**src/rtl/mic_pkg.sv**
```systemverilog
`default_nettype none
// ============================================================================
// Module      : mic_pkg
// Description : Shared constants and types for the I2S microphone receiver:
//               default sample width and FIFO depth, bit-counter width, the
//               receive FSM state encoding and a saturating counter helper.
// Ports       : none (package)
// Revision    : 1.0 - initial release
// ============================================================================
package mic_pkg;

    localparam int DEFAULT_SAMPLE_W   = 16;
    localparam int DEFAULT_FIFO_DEPTH = 4;
    localparam int BIT_CNT_W          = 6;

    typedef enum logic [1:0] {
        ST_SYNC  = 2'd0,
        ST_LEFT  = 2'd1,
        ST_RIGHT = 2'd2
    } mic_state_e;

    // Bit counter sticks at all-ones so very long slots never wrap back
    // into the "still shifting" range.
    function automatic logic [BIT_CNT_W-1:0] bit_cnt_inc(input logic [BIT_CNT_W-1:0] cnt);
        return (&cnt) ? cnt : cnt + 1'b1;
    endfunction

endpackage
`default_nettype wire

```
**src/rtl/mic_sample_fifo.sv**
```systemverilog
`default_nettype none
// ============================================================================
// Module      : mic_sample_fifo
// Description : Synchronous show-ahead FIFO for captured stereo frames.
//               Head data and valid are registered; a pop takes effect on
//               the registered head in the same edge, a push becomes visible
//               one edge after it is written.
// Ports       : clk, rst_n (sync, active-low), flush, push/push_data,
//               pop, head_data/head_valid (registered head), full
// Revision    : 1.0 - initial release
// ============================================================================
module mic_sample_fifo #(
    parameter int WIDTH = 32,
    parameter int DEPTH = 4
) (
    input  logic             clk,
    input  logic             rst_n,
    input  logic             flush,
    input  logic             push,
    input  logic [WIDTH-1:0] push_data,
    input  logic             pop,
    output logic [WIDTH-1:0] head_data,
    output logic             head_valid,
    output logic             full
);

    localparam int c_aw = $clog2(DEPTH);

    logic [c_aw:0]    r_wr_ptr;
    logic [c_aw:0]    r_rd_ptr;
    logic [WIDTH-1:0] r_mem [DEPTH];
    logic [WIDTH-1:0] r_head;
    logic             r_valid;

    logic [c_aw:0]    w_count;
    logic [c_aw:0]    w_count_after_pop;
    logic [c_aw-1:0]  w_rd_idx_next;
    logic             w_pop_ok;
    logic             w_push_ok;

    assign w_count           = r_wr_ptr - r_rd_ptr;
    assign full              = (w_count == (c_aw+1)'(DEPTH));
    // Pops are only honoured while the consumer can actually see a head.
    assign w_pop_ok          = pop & r_valid;
    // A full FIFO still accepts a push when the head leaves on the same edge.
    assign w_push_ok         = push & (~full | w_pop_ok);
    assign w_count_after_pop = w_count - (c_aw+1)'(w_pop_ok);
    assign w_rd_idx_next     = r_rd_ptr[c_aw-1:0] + c_aw'(w_pop_ok);

    always_ff @(posedge clk) begin
        if (rst_n && !flush && w_push_ok) begin
            r_mem[r_wr_ptr[c_aw-1:0]] <= push_data;
        end
    end

    always_ff @(posedge clk) begin
        if (!rst_n || flush) begin
            r_wr_ptr <= '0;
            r_rd_ptr <= '0;
            r_valid  <= 1'b0;
            r_head   <= '0;
        end else begin
            if (w_push_ok) begin
                r_wr_ptr <= r_wr_ptr + 1'b1;
            end
            if (w_pop_ok) begin
                r_rd_ptr <= r_rd_ptr + 1'b1;
            end
            // Head reflects storage after this edge's pop; an entry written
            // on this edge shows up on the next one.
            r_valid <= (w_count_after_pop != '0);
            r_head  <= (w_count_after_pop != '0) ? r_mem[w_rd_idx_next] : '0;
        end
    end

    assign head_data  = r_head;
    assign head_valid = r_valid;

endmodule
`default_nettype wire

```
**src/rtl/i2s_mic_receiver.sv**
```systemverilog
`default_nettype none
// ============================================================================
// Module      : i2s_mic_receiver
// Description : Oversampling I2S receiver for the microphone ADC. Captures
//               MSB-first left/right words, keeps SAMPLE_W bits of each and
//               queues {left, right} frames in a show-ahead FIFO.
// Ports       : clk27, hw_reset_n (sync, active-low), enable,
//               mic_bclk/mic_lrck/mic_data (async I2S),
//               sample_data/sample_valid/sample_retrieved (FIFO head/pop),
//               overrun, overrun_sticky, frame_error (status)
// Revision    : 1.0 - initial release
// ============================================================================
module i2s_mic_receiver
    import mic_pkg::*;
#(
    parameter int SAMPLE_W   = DEFAULT_SAMPLE_W,
    parameter int FIFO_DEPTH = DEFAULT_FIFO_DEPTH
) (
    input  logic                  clk27,
    input  logic                  hw_reset_n,
    input  logic                  enable,
    input  logic                  mic_bclk,
    input  logic                  mic_lrck,
    input  logic                  mic_data,
    output logic [2*SAMPLE_W-1:0] sample_data,
    output logic                  sample_valid,
    input  logic                  sample_retrieved,
    output logic                  overrun,
    output logic                  overrun_sticky,
    output logic                  frame_error
);

    localparam logic [BIT_CNT_W-1:0] c_sample_w = BIT_CNT_W'(SAMPLE_W);

    logic                  r_bclk_s1, r_bclk_s2, r_bclk_d;
    logic                  r_lrck_s1, r_lrck_s2, r_lrck_prev;
    logic                  r_data_s1, r_data_s2;

    mic_state_e            r_state;
    logic [BIT_CNT_W-1:0]  r_bit_cnt;
    logic [SAMPLE_W-1:0]   r_shift;
    logic [SAMPLE_W-1:0]   r_left;
    logic                  r_left_ok;
    logic                  r_push;
    logic [2*SAMPLE_W-1:0] r_push_data;
    logic                  r_frame_error;
    logic                  r_overrun;
    logic                  r_overrun_sticky;

    logic                  w_bclk_rise;
    logic                  w_lr_rise;
    logic                  w_lr_fall;
    logic [BIT_CNT_W-1:0]  w_cnt_inc;
    logic                  w_word_ok;
    logic [SAMPLE_W-1:0]   w_shift_next;
    logic                  w_full;
    logic                  w_overrun;

    assign w_bclk_rise  = r_bclk_s2 & ~r_bclk_d;
    assign w_lr_rise    = r_lrck_s2 & ~r_lrck_prev;
    assign w_lr_fall    = ~r_lrck_s2 & r_lrck_prev;
    // The lrck-change edge still carries the last bit of the ending word,
    // so word length and the final shift both include the current bit.
    assign w_cnt_inc    = bit_cnt_inc(r_bit_cnt);
    assign w_word_ok    = (w_cnt_inc >= c_sample_w);
    assign w_shift_next = (r_bit_cnt < c_sample_w) ? {r_shift[SAMPLE_W-2:0], r_data_s2} : r_shift;
    assign w_overrun    = enable & r_push & w_full & ~(sample_retrieved & sample_valid);

    always_ff @(posedge clk27) begin
        if (!hw_reset_n) begin
            r_bclk_s1        <= 1'b0;
            r_bclk_s2        <= 1'b0;
            r_bclk_d         <= 1'b0;
            r_lrck_s1        <= 1'b0;
            r_lrck_s2        <= 1'b0;
            r_lrck_prev      <= 1'b0;
            r_data_s1        <= 1'b0;
            r_data_s2        <= 1'b0;
            r_state          <= ST_SYNC;
            r_bit_cnt        <= '0;
            r_shift          <= '0;
            r_left           <= '0;
            r_left_ok        <= 1'b0;
            r_push           <= 1'b0;
            r_push_data      <= '0;
            r_frame_error    <= 1'b0;
            r_overrun        <= 1'b0;
            r_overrun_sticky <= 1'b0;
        end else begin
            r_bclk_s1     <= mic_bclk;
            r_bclk_s2     <= r_bclk_s1;
            r_bclk_d      <= r_bclk_s2;
            r_lrck_s1     <= mic_lrck;
            r_lrck_s2     <= r_lrck_s1;
            r_data_s1     <= mic_data;
            r_data_s2     <= r_data_s1;
            r_push        <= 1'b0;
            r_frame_error <= 1'b0;
            r_overrun     <= w_overrun;

            // Tracked even while disabled so re-enabling needs a genuine
            // fresh 1->0 lrck transition before capture resumes.
            if (w_bclk_rise) begin
                r_lrck_prev <= r_lrck_s2;
            end

            if (!enable) begin
                r_state          <= ST_SYNC;
                r_bit_cnt        <= '0;
                r_shift          <= '0;
                r_left_ok        <= 1'b0;
                r_overrun_sticky <= 1'b0;
            end else begin
                if (w_overrun) begin
                    r_overrun_sticky <= 1'b1;
                end
                if (w_bclk_rise) begin
                    case (r_state)
                        ST_SYNC: begin
                            r_bit_cnt <= '0;
                            r_shift   <= '0;
                            if (w_lr_fall) begin
                                r_state <= ST_LEFT;
                            end
                        end
                        ST_LEFT: begin
                            if (w_lr_rise) begin
                                r_left        <= w_shift_next;
                                r_left_ok     <= w_word_ok;
                                r_frame_error <= ~w_word_ok;
                                r_bit_cnt     <= '0;
                                r_shift       <= '0;
                                r_state       <= ST_RIGHT;
                            end else begin
                                r_shift   <= w_shift_next;
                                r_bit_cnt <= w_cnt_inc;
                            end
                        end
                        ST_RIGHT: begin
                            if (w_lr_fall) begin
                                r_frame_error <= ~w_word_ok;
                                r_push        <= w_word_ok & r_left_ok;
                                r_push_data   <= {r_left, w_shift_next};
                                r_bit_cnt     <= '0;
                                r_shift       <= '0;
                                r_state       <= ST_LEFT;
                            end else begin
                                r_shift   <= w_shift_next;
                                r_bit_cnt <= w_cnt_inc;
                            end
                        end
                        default: begin
                            r_state <= ST_SYNC;
                        end
                    endcase
                end
            end
        end
    end

    mic_sample_fifo #(
        .WIDTH (2*SAMPLE_W),
        .DEPTH (FIFO_DEPTH)
    ) u_fifo (
        .clk        (clk27),
        .rst_n      (hw_reset_n),
        .flush      (~enable),
        .push       (r_push),
        .push_data  (r_push_data),
        .pop        (sample_retrieved),
        .head_data  (sample_data),
        .head_valid (sample_valid),
        .full       (w_full)
    );

    assign overrun        = r_overrun;
    assign overrun_sticky = r_overrun_sticky;
    assign frame_error    = r_frame_error;

endmodule
`default_nettype wire
```
**config.mk**
```make
export PLATFORM = sky130hd
export DESIGN_NAME = i2s_mic_receiver
export DESIGN_NICKNAME = d
export VERILOG_FILES = /design/src/rtl/mic_pkg.sv /design/src/rtl/mic_sample_fifo.sv /design/src/rtl/i2s_mic_receiver.sv
export SDC_FILE = /design/constraint.sdc
export NUM_CORES = 1
export LEC_CHECK = 0
export ABC_AREA = 1
export CAP_MARGIN = 25
export CORE_ASPECT_RATIO = 2
export CORE_MARGIN = 2
export CORE_UTILIZATION = 26
export DETAILED_ROUTE_END_ITERATION = 7
export PLACE_DENSITY = 0.4
export SYNTH_ARGS = -nofsm -noshare
export SYNTH_HDL_FRONTEND = slang
export SYNTH_HIERARCHICAL = 1
export SYNTH_SLANG_ARGS = --single-unit
export TNS_END_PERCENT = 1
```
**constraint.sdc**
```tcl
create_clock -name clk27 -period 10.35 [get_ports clk27]
set_input_delay 2.07 -clock clk27 [delete_from_list [all_inputs] [get_ports clk27]]
set_output_delay 2.07 -clock clk27 [all_outputs]
set_load 0.01 [all_outputs]
```
==> impl_metrics.json <==
{
  "core-area_um2": 37700,
  "die_h_um": 280,
  "status": "finished, final reports clean",
  "cts_tree": "yes",
  "htreeDepth": 1,
  "fin_nets": 961,
  "wl_um": 20800,
  "ios": 43,
  "netlist.area_leader.share_pct": 38.9,
  "first_global_vias": 6049,
  "vias_per_cell": 4.23,
  "die_x_um": 142,
  "r2r_setup_slack_ns": 7.48,
  "cts-root-buf": "clkbuf_16",
  "cp_max_fo": 50,
  "clk_pin_slew_ns": 0.06,
  "r2r_start": "u_fifo/r_wr_ptr[0]",
  "insertion_delay_ns": 0.52,
  "worst_setup_path_start_kind": "input pin",
  "fin_crit_ns": 4.38,
  "endpoint_kind": "flop",
  "post_cts_resized": 0,
  "grt_max_degree": 65,
  "synthCells": 900,
  "drt-pass1-iter-count": 4,
  "grt_usage_pct": 10.7,
  "hold_viol_final": 0,
  "crit_path_max_incr_delay_ns": 0.66,
  "synth_top_area_cell": "edfxtp_1",
  "rr_worst_depth": 10,
  "drv_cap": 0,
  "worst_path_max_delay_cell": "buf_4",
  "clock-sinks": 252,
  "yosysMostFrequentCell": "nand2_1",
  "cp.required_ns": 10.74,
  "drive_above_1_share_pct": 13.4,
  "fin_crit_sh_pct": 42.3,
  "finalMaxSlewViolations": 0,
  "crit_type": "in -> reg",
  "route.detailed.drc": 0,
  "vdd_drop_max_mv": 0.0902,
  "dpl.hpwl_um": 12500,
  "cts.path.max_buffers": 3,
  "grt_overflow": 0,
  "leakage_nw": 4.21,
  "path_cells": "clkdlybuf4s50_1 > nand2_1 > inv_1 > ha_4 > buf_4 > mux2_2 > nand2_1 > o21ai_0 > inv_1 > nor2_2",
  "wl_per_cell_um": 14.6,
  "syn_area_um2": 9880,
  "yosysWarnings": 6,
  "synthTopCellsByCount": "nand2_1 (145), edfxtp_1 (128), dfxtp_1 (124)",
  "synth_nets": 921,
  "placed_cell_area_um2": 10700,
  "synth_edf_count": 128,
  "regToRegEndpoint": "u_fifo/r_mem[1][12]",
  "pwr_density_cell_nw_per_um2": 166,
  "grt_pass1_wl_um": 33600,
  "port_buffers": 42,
  "worstMarginPinSlew_ns": 0.852,
  "synthFlopType": "edfxtp_1",
  "synth.ff_latch_count": 252,
  "syn_to_final_growth_pct": 15.7,
  "numCtsBuffers": 25,
  "final_area_um2": 11400,
  "holdCritPathClass": "reg -> reg",
  "max_slew_margin_pct": 43.2,
  "dp.cells": 1376,
  "crit_family": "buffers and inverters",
  "die_area_um2": 39700,
  "fin_util_pct": 30.3,
  "synthTopCellsByArea": "edfxtp_1 (39%), dfxtp_1 (25%), nand2_1 (5.5%)",
  "hp-start": "r_lrck_s1",
  "power_mw": 1.89,
  "fin_cells": 1421,
  "drt_iter0_markers": 216,
  "final_antenna_net_count": 0,
  "path_depth": 10,
  "postSynth.asyncResetShare_pct": 0,
  "rows": 101,
  "via_count": 6012,
  "avgSynthCellArea_um2": 11.0,
  "diodes": 0,
  "ys_seq_area_share_pct": 64.0,
  "finalSetupViolCount": 0,
  "initial_utilization_pct": 26.2,
  "crit_buf_inv": 4,
  "fin_skew_ns": 0.0123,
  "finalSetupTns_ns": 0,
  "place.gp.congestion": 0.701,
  "ys_types": 37,
  "postCtsSetupRepairBufs": 0,
  "holdPathStages": 2,
  "fmax_mhz": 228,
  "cts_hold_buffers": 0,
  "antenna_found_initial": 0,
  "worstPathArrival_ns": 4.77,
  "rsz0062_at_grt": "no",
  "holdPathEnd": "r_lrck_s2"
}
==> worst min-delay path: cells and delay by family, from the launching register on <==
family                 cells  cell delay (ns)
flip-flops                 1             0.31
AND/OR/NAND/NOR            1             0.05
buffers and inverters      1             0.04
==> kinds of logic after synthesis <==
kind of cell | after synthesis | synth area share, %
compound gates | 138 | 7.47
xor+xnor | 2 | 0.177
fa+ha+maj | 14 | 1.85
buf+inv | 121 | 5.96
flops | 252 | 64.0
mux | 64 | 6.89
simple gates | 309 | 13.6
==> layer usage <==
metal	vias to the layer above	GRT usage (%)	routed length [um]	part of all wire, %
met2	79	19.8	10800	52
met1	2842	12.9	9050	44
met5	-	0	0	0
met4	0	2.67	306	1.5
li1	3071	-	-	-
met3	20	1.68	614	3.0
==> report_power, final <==
| group | leakage [nW] | switching, mW | internal [mW] | total, mW |
|---|---|---|---|---|
| registers | 2.49 | 0.000773 | 1.04 | 1.04 |
| logic | 1.36 | 0.0136 | 0.00529 | 0.0189 |
| clock network | 0.360 | 0.366 | 0.466 | 0.831 |
| total | 4.21 | 0.380 | 1.51 | 1.89 |
==> worst max path at each step <==
stage	start	to	slack, ns
global placement	sample_retrieved	u_fifo/head_data[8]	5.42
CTS	sample_retrieved	u_fifo/head_data[7]	5.97
global route	sample_retrieved	u_fifo/head_data[8]	5.81
detailed placement	sample_retrieved	u_fifo/head_data[7]	5.43
floorplan	enable	u_fifo/r_mem[0][0]	5.84
finish	sample_retrieved	u_fifo/head_data[8]	5.97
==> placed cells by master, fill, tap and decap left out, drive strengths merged, types with 6 or more instances in the layout <==
cell,n
nand3,11
mux2,32
clkinv,9
ha,13
edfxtp,128
clkdlybuf4s50,42
buf,9
nand2,162
inv,82
o21ai,81
a21oi,56
mux2i,32
dfxtp,124
nor2,125
clkbuf,37
nand4,6
==> through the flow <==
stage	hold WS, ns	worst slack, ns
after floorplan	0.390	5.84
after global placement	0.395	5.42
after detailed placement	0.404	5.43
after CTS	0.420	5.97
after global routing	0.453	5.81
final	0.414	5.97
==> sequential cells by signal, indices dropped and copies added (netlist names), 2 cells and up <==
| name | cells |
|---|---|
| r_bit_cnt | 6 |
| r_left | 16 |
| r_push_data | 32 |
| r_shift | 16 |
| r_state | 2 |
| u_fifo/head_data | 32 |
| u_fifo/r_mem | 128 |
| u_fifo/r_rd_ptr | 3 |
| u_fifo/r_wr_ptr | 3 |
==> area by class of cell <==
type / instances / area [um^2]
repair buffers: 51 / 488
clock inverters: 8 / 33.8
inverters: 83 / 312
flip-flops and latches: 252 / 6330
fillers: 3799 / 26200
multi-input cells: 527 / 2990
well taps: 463 / 579
clock buffers: 37 / 701
No activity file was read; power rests on OpenSTA's default activity.
